### src/rtl/conv_pkg.sv
// Shared types and default widths for the convolution-layer phase sequencer.
package conv_pkg;

  localparam int unsigned DATA_WIDTH_DEF = 8;
  localparam int unsigned ADDR_WIDTH_DEF = 32;

  typedef enum logic [2:0] {
    ST_IDLE     = 3'd0,
    ST_I2C_RST  = 3'd1,
    ST_I2C_RUN  = 3'd2,
    ST_MM_START = 3'd3,
    ST_MM_RUN   = 3'd4,
    ST_DONE     = 3'd5,
    ST_ERR      = 3'd6
  } sched_state_e;

endpackage

### src/rtl/conv_phase_wdog.sv
// Per-phase watchdog: saturating run-cycle counter that flags when TIMEOUT-1 is
// reached without done. TIMEOUT=0 disables the flag entirely.
module conv_phase_wdog #(
  parameter int unsigned TIMEOUT   = 65536,
  parameter int unsigned CNT_WIDTH = 32
) (
  input  logic clk,
  input  logic rst,
  input  logic clr,
  input  logic en,
  input  logic done,
  output logic timeout
);

  localparam logic [CNT_WIDTH-1:0] LIMIT =
    (TIMEOUT == 0) ? '0 : CNT_WIDTH'(TIMEOUT - 1);

  logic [CNT_WIDTH-1:0] cnt_q, cnt_d;

  always_comb begin
    cnt_d = cnt_q;
    if (clr) begin
      cnt_d = '0;
    end else if (en && (cnt_q != '1)) begin
      cnt_d = cnt_q + CNT_WIDTH'(1);
    end
  end

  always_ff @(posedge clk) begin
    if (rst) begin
      cnt_q <= '0;
    end else begin
      cnt_q <= cnt_d;
    end
  end

  always_comb begin
    timeout = 1'b0;
    if ((TIMEOUT != 0) && en && !done && (cnt_q >= LIMIT)) begin
      timeout = 1'b1;
    end
  end

endmodule

### src/rtl/conv_sched.sv
// Convolution-layer phase sequencer: runs im2col then GEMM, muxes the shared
// memory port, and watchdogs each run phase. CONV_SCHED_PERF_EN builds perf counters.
module conv_sched
  import conv_pkg::*;
#(
  parameter int unsigned DATA_WIDTH = DATA_WIDTH_DEF,
  parameter int unsigned ADDR_WIDTH = ADDR_WIDTH_DEF,
  parameter int unsigned TIMEOUT    = 65536,
  parameter int unsigned CNT_WIDTH  = 32
) (
  input  logic                  clk,
  input  logic                  rst,
  input  logic                  start,
  output logic                  busy,
  output logic                  done,
  output logic                  error,
  output logic [2:0]            phase,
  output logic                  i2c_rst_n,
  input  logic                  i2c_done,
  input  logic [ADDR_WIDTH-1:0] i2c_addr_rd,
  input  logic [ADDR_WIDTH-1:0] i2c_addr_wr,
  input  logic [DATA_WIDTH-1:0] i2c_data_wr,
  input  logic                  i2c_wr_en,
  output logic                  mm_start,
  input  logic                  mm_done,
  input  logic [ADDR_WIDTH-1:0] mm_addr_rd,
  input  logic [ADDR_WIDTH-1:0] mm_addr_wr,
  input  logic [DATA_WIDTH-1:0] mm_data_wr,
  input  logic                  mm_wr_en,
  output logic [ADDR_WIDTH-1:0] mem_addr_rd,
  output logic [ADDR_WIDTH-1:0] mem_addr_wr,
  output logic [DATA_WIDTH-1:0] mem_data_wr,
  output logic                  mem_wr_en,
  input  logic [DATA_WIDTH-1:0] mem_data_rd,
  output logic [DATA_WIDTH-1:0] eng_data_rd,
  output logic [CNT_WIDTH-1:0]  perf_i2c_cycles,
  output logic [CNT_WIDTH-1:0]  perf_mm_cycles
);

  sched_state_e state_q, state_d;
  logic         start_acc;
  logic         run_phase;
  logic         phase_done;
  logic         wdog_timeout;

  assign run_phase  = (state_q == ST_I2C_RUN) || (state_q == ST_MM_RUN);
  assign phase_done = (state_q == ST_I2C_RUN) ? i2c_done :
                      (state_q == ST_MM_RUN)  ? mm_done  : 1'b0;

  // Counter is held clear outside the run states, so every run phase starts at zero.
  conv_phase_wdog #(
    .TIMEOUT   (TIMEOUT),
    .CNT_WIDTH (CNT_WIDTH)
  ) u_wdog (
    .clk     (clk),
    .rst     (rst),
    .clr     (!run_phase),
    .en      (run_phase),
    .done    (phase_done),
    .timeout (wdog_timeout)
  );

  always_comb begin
    state_d   = state_q;
    start_acc = 1'b0;
    unique case (state_q)
      ST_IDLE, ST_DONE, ST_ERR: begin
        if (start) begin
          start_acc = 1'b1;
          state_d   = ST_I2C_RST;
        end
      end
      ST_I2C_RST:  state_d = ST_I2C_RUN;
      ST_I2C_RUN: begin
        if (i2c_done) begin
          state_d = ST_MM_START;
        end else if (wdog_timeout) begin
          state_d = ST_ERR;
        end
      end
      ST_MM_START: state_d = ST_MM_RUN;
      ST_MM_RUN: begin
        if (mm_done) begin
          state_d = ST_DONE;
        end else if (wdog_timeout) begin
          state_d = ST_ERR;
        end
      end
      default:     state_d = ST_IDLE;
    endcase
  end

  always_ff @(posedge clk) begin
    if (rst) begin
      state_q <= ST_IDLE;
    end else begin
      state_q <= state_d;
    end
  end

  // All status outputs decode the registered state, so reset forces them directly.
  always_comb begin
    busy      = (state_q == ST_I2C_RST) || (state_q == ST_I2C_RUN) ||
                (state_q == ST_MM_START) || (state_q == ST_MM_RUN);
    done      = (state_q == ST_DONE);
    error     = (state_q == ST_ERR);
    phase     = state_q;
    i2c_rst_n = (state_q == ST_I2C_RUN);
    mm_start  = (state_q == ST_MM_START);
  end

  always_comb begin
    mem_addr_rd = '0;
    mem_addr_wr = '0;
    mem_data_wr = '0;
    mem_wr_en   = 1'b0;
    if (state_q == ST_I2C_RUN) begin
      mem_addr_rd = i2c_addr_rd;
      mem_addr_wr = i2c_addr_wr;
      mem_data_wr = i2c_data_wr;
      mem_wr_en   = i2c_wr_en;
    end else if (state_q == ST_MM_RUN) begin
      mem_addr_rd = mm_addr_rd;
      mem_addr_wr = mm_addr_wr;
      mem_data_wr = mm_data_wr;
      mem_wr_en   = mm_wr_en;
    end
  end

  assign eng_data_rd = mem_data_rd;

`ifdef CONV_SCHED_PERF_EN
  logic [CNT_WIDTH-1:0] perf_i2c_q, perf_i2c_d;
  logic [CNT_WIDTH-1:0] perf_mm_q, perf_mm_d;

  always_comb begin
    perf_i2c_d = perf_i2c_q;
    perf_mm_d  = perf_mm_q;
    if (start_acc) begin
      perf_i2c_d = '0;
      perf_mm_d  = '0;
    end else begin
      if ((state_q == ST_I2C_RUN) && (perf_i2c_q != '1)) begin
        perf_i2c_d = perf_i2c_q + CNT_WIDTH'(1);
      end
      if ((state_q == ST_MM_RUN) && (perf_mm_q != '1)) begin
        perf_mm_d = perf_mm_q + CNT_WIDTH'(1);
      end
    end
  end

  always_ff @(posedge clk) begin
    if (rst) begin
      perf_i2c_q <= '0;
      perf_mm_q  <= '0;
    end else begin
      perf_i2c_q <= perf_i2c_d;
      perf_mm_q  <= perf_mm_d;
    end
  end

  assign perf_i2c_cycles = perf_i2c_q;
  assign perf_mm_cycles  = perf_mm_q;
`else
  logic unused_start_acc;
  assign unused_start_acc = start_acc;
  assign perf_i2c_cycles  = '0;
  assign perf_mm_cycles   = '0;
`endif

endmodule
### config.mk
export PLATFORM = sky130hd
export DESIGN_NAME = conv_sched
export DESIGN_NICKNAME = d
export VERILOG_FILES = /design/src/rtl/conv_pkg.sv /design/src/rtl/conv_phase_wdog.sv /design/src/rtl/conv_sched.sv
export SDC_FILE = /design/constraint.sdc
export NUM_CORES = 1
export LEC_CHECK = 0
export CORE_AREA = 4 4 118 120
export DETAILED_ROUTE_END_ITERATION = 8
export DIE_AREA = 0 0 122 124
export GPL_TIMING_DRIVEN = 0
export PLACE_DENSITY = 0.79
export SLEW_MARGIN = 20
export SYNTH_ARGS = -nofsm -noshare
export SYNTH_HDL_FRONTEND = slang
export SYNTH_SLANG_ARGS = --single-unit
### constraint.sdc
create_clock -name clk -period 2.33 [get_ports clk]
set_input_delay 0.233 -clock clk [delete_from_list [all_inputs] [get_ports clk]]
set_output_delay 0.233 -clock clk [all_outputs]
set_load 0.02 [all_outputs]
==> results.sh <==
export IMPL_swShare_pct=25.90
export IMPL_grt_pass1_vias=3699
export IMPL_viasPerCell=4.599
export IMPL_yosysUniqueCellTypes=43
export IMPL_root_buffer="clkbuf_16"
export IMPL_cp_cell_sequence="clkbuf_4, nand2b_2, nor2_4, buf_12, clkbuf_4, a22o_1, dlygate4sd2_1"
export IMPL_synth_area_um2=3157
export IMPL_hold_viol_final=0
export IMPL_finalCoreUtilization_pct=47.17
export IMPL_port_buffers=239
export IMPL_wl_per_cell_um=18.81
export IMPL_outcome="finished clean"
export IMPL_gr_usage_all_layers_pct=20.10
export IMPL_yosys_area_top_type_share_pct=22.20
export IMPL_fin_crit_ns=2.252
export IMPL_final_cell_mix="165 x clkdlybuf4s50_1, 78 x buf_4, 71 x a22o_1, 64 x conb_1, 41 x clkbuf_2"
export IMPL_async_flop_share_pct=0
export IMPL_worst_setup_path_end_kind="output pin"
export IMPL_synth_top_cell_by_area="dfxtp_1"
export IMPL_p_int_mw=1.414
export IMPL_overflow=0
export IMPL_arrival_ns=2.02
export IMPL_vias=4098
export IMPL_routabilityCongestion=0.8589
export IMPL_crit_buf_inv=4
export IMPL_dpl_cell_area_um2=6006
export IMPL_synth_main_ff_cell="dfxtp_1"
export IMPL_yosysWarnings=0
export IMPL_htree_levels=2
export IMPL_max_cap_violations=0
export IMPL_syn_avg_cell_area_um2=7.912
export IMPL_cp_top_family="buffers and inverters"
export IMPL_drtIter0Drc=234
export IMPL_clockBufferDepth=2
export IMPL_cts_tree="built"
export IMPL_clock_sinks=35
export IMPL_slew_headroom_pct=60.90
export IMPL_drtPass1Iterations=4
export IMPL_grt_start_max_net_pins=11
export IMPL_power_frac_comb_pct=31.5
export IMPL_p_seq_share_pct=31.6
export IMPL_worst_ep_required_time_ns=2.10
export IMPL_cts_clk_slew_worst_paths_ns=0.05
export IMPL_setup_viol=0
export IMPL_drc=0
export IMPL_syn_inst=399
export IMPL_cpMostUsedCell="clkbuf_4"
export IMPL_p_leak_nw=2.648
export IMPL_drv_slew=0
export IMPL_hp_class="reg2reg"
export IMPL_cpMaxStageDelayCell="dfxtp_1"
export IMPL_area_delta_synth_final_pct=93.94
export IMPL_synth_seq_cells=35
export IMPL_ys_top_cells_by_area="dfxtp_1 22%, a22o_1 20%, buf_4 17%"
export IMPL_clock_skew_ns=0.002793
export IMPL_fp_row_count=42
export IMPL_dp_hpwl_um=14420
export IMPL_clock_latency_ns=0.28
export IMPL_yosysSeqAreaShare_pct=22.20
export IMPL_grt_pass1_wl_um=22360
export IMPL_final_nets=871
export IMPL_crit_fanout=10
export IMPL_postLayoutCellArea_um2=6122
export IMPL_post_place_ws_ns=-1.248
export IMPL_die_area_um2=15130
export IMPL_antenna_left=0
export IMPL_critPathKind="reg2out"
export IMPL_cts_buffers=5
export IMPL_dieWidth_um=122
export IMPL_ios=312
export IMPL_period_share_pct=96.63
export IMPL_core_area_um2=12980
export IMPL_power_switching_mw=0.4940
export IMPL_p_clk_share_pct=36.9
export IMPL_fmax_mhz=444.1
export IMPL_peakVddDrop_uv=259.8
export IMPL_drive_gt1_share_pct=21.77
export IMPL_initial_core_util_pct=24.32
export IMPL_cts_hold_repair_buffers=0
export IMPL_cp_slowest_stage_delay_ns=0.34
export IMPL_drt_wl_total_um=16760
export IMPL_tightest_slew_ns=0.5820
export IMPL_layout_setup_ws_ns=0.07846
export IMPL_cp_start_kind="flop"
export IMPL_power_density_nw_per_um2=311.6
export IMPL_antenna_found_initial=7
export IMPL_mostFrequentLayoutCell="clkdlybuf4s50_1"
export IMPL_die_y_um=124
export IMPL_synth_edff_count=0
-- synth_stat cells, drive strengths merged, types with 5 or more instances --
cell type,number
inv,9
clkbuf,17
nor4,7
nand4,10
dfxtp,35
or3,18
nor2,15
nand3,11
a21oi,26
nor3,5
nand2,14
buf,81
o31ai,9
or4,9
and4,6
o21ai,21
a22o,73
-- layout make-up --
type	instances	area (µm²)
repair buffers	242	2233
flip-flops and latches	35	700.7
inverters	9	33.78
fillers	1293	6858
well taps	176	220.2
multi-input cells	320	2043
diodes	3	7.507
clock buffers	8	156.4
plain buffers	98	726.9
-- power groups by stage --
| stage | clock network, mW | registers [mW] | logic (mW) |
|---|---|---|---|
| floorplan | 0 | 0.617 | 0.258 |
| global placement | 0 | 0.616 | 0.597 |
| detailed placement | 0 | 0.616 | 0.599 |
| CTS | 0.719 | 0.603 | 0.596 |
| global route | 0.742 | 0.603 | 0.633 |
| finish | 0.703 | 0.603 | 0.601 |
-- routing by layer --
layer / vias up / track usage, % / wire, µm
li1: 2019 / - / -
met1: 1839 / 25.59 / 6442
met2: 202 / 32.22 / 7940
met3: 24 / 9.128 / 2164
met4: 14 / 2.591 / 119
met5: - / 0 / 90
-- worst paths after layout --
kind / startpoint / to / slack (ns) / cells after the start
setup / recovery: phase[1] / mem_addr_wr[19] / 0.08 / 7
hold / removal: u_wdog.cnt_q[12] / u_wdog.cnt_q[12] / 0.49 / 2
setup reg to reg: u_wdog.cnt_q[0] / u_wdog.cnt_q[1] / 0.28 / 9
hold reg to reg: u_wdog.cnt_q[12] / u_wdog.cnt_q[12] / 0.49 / 2
-- per-stage QoR --
step           hold slack [ns]  std cells     TNS, ns  power (mW)
2_1_floorplan           0.3024        462           0      0.8755
3_3_place_gp            0.4658        877      -74.60       1.213
3_5_place_dp            0.4840        877      -71.32       1.215
4_1_cts                 0.4952        888           0       1.918
5_1_grt                 0.5194        888  -0.0002740       1.978
6_report                0.4907        891           0       1.908
-- tightest hold or removal path, cell delays in order (launching register included) --
cell	delay, ns
dfxtp_1	0.31
o21ai_0	0.07
a21oi_1	0.06
-- timing repair --
action	4_1_cts	5_1_grt
pin swaps	3	0
setup buffers	3	0
resized for setup	115	105
endpoints found under the hold margin	0	0
setup endpoints to repair	76	76
-- cells by family (layout without fill, tap and decap cells) --
| family | after synthesis | after routing | synth area share [%] |
|---|---|---|---|
| AO/OA/AOI/OAI | 142 | 142 | 33.25 |
| buffers and inverters | 107 | 357 | 22.12 |
| AND/OR/NAND/NOR | 106 | 106 | 19.86 |
| flip-flops | 35 | 35 | 22.20 |
| XOR/XNOR | 4 | 4 | 1.110 |
| multiplexers | 3 | 3 | 0.9513 |
| adder cells (fa/ha/maj) | 1 | 1 | 0.3963 |
| other | 1 | 67 | 0.1188 |
-- flip-flops by register name (all words and copies together) (netlist names) --
register      cells
phase             3
u_wdog.cnt_q     32
No activity file was read; power rests on OpenSTA's default activity.
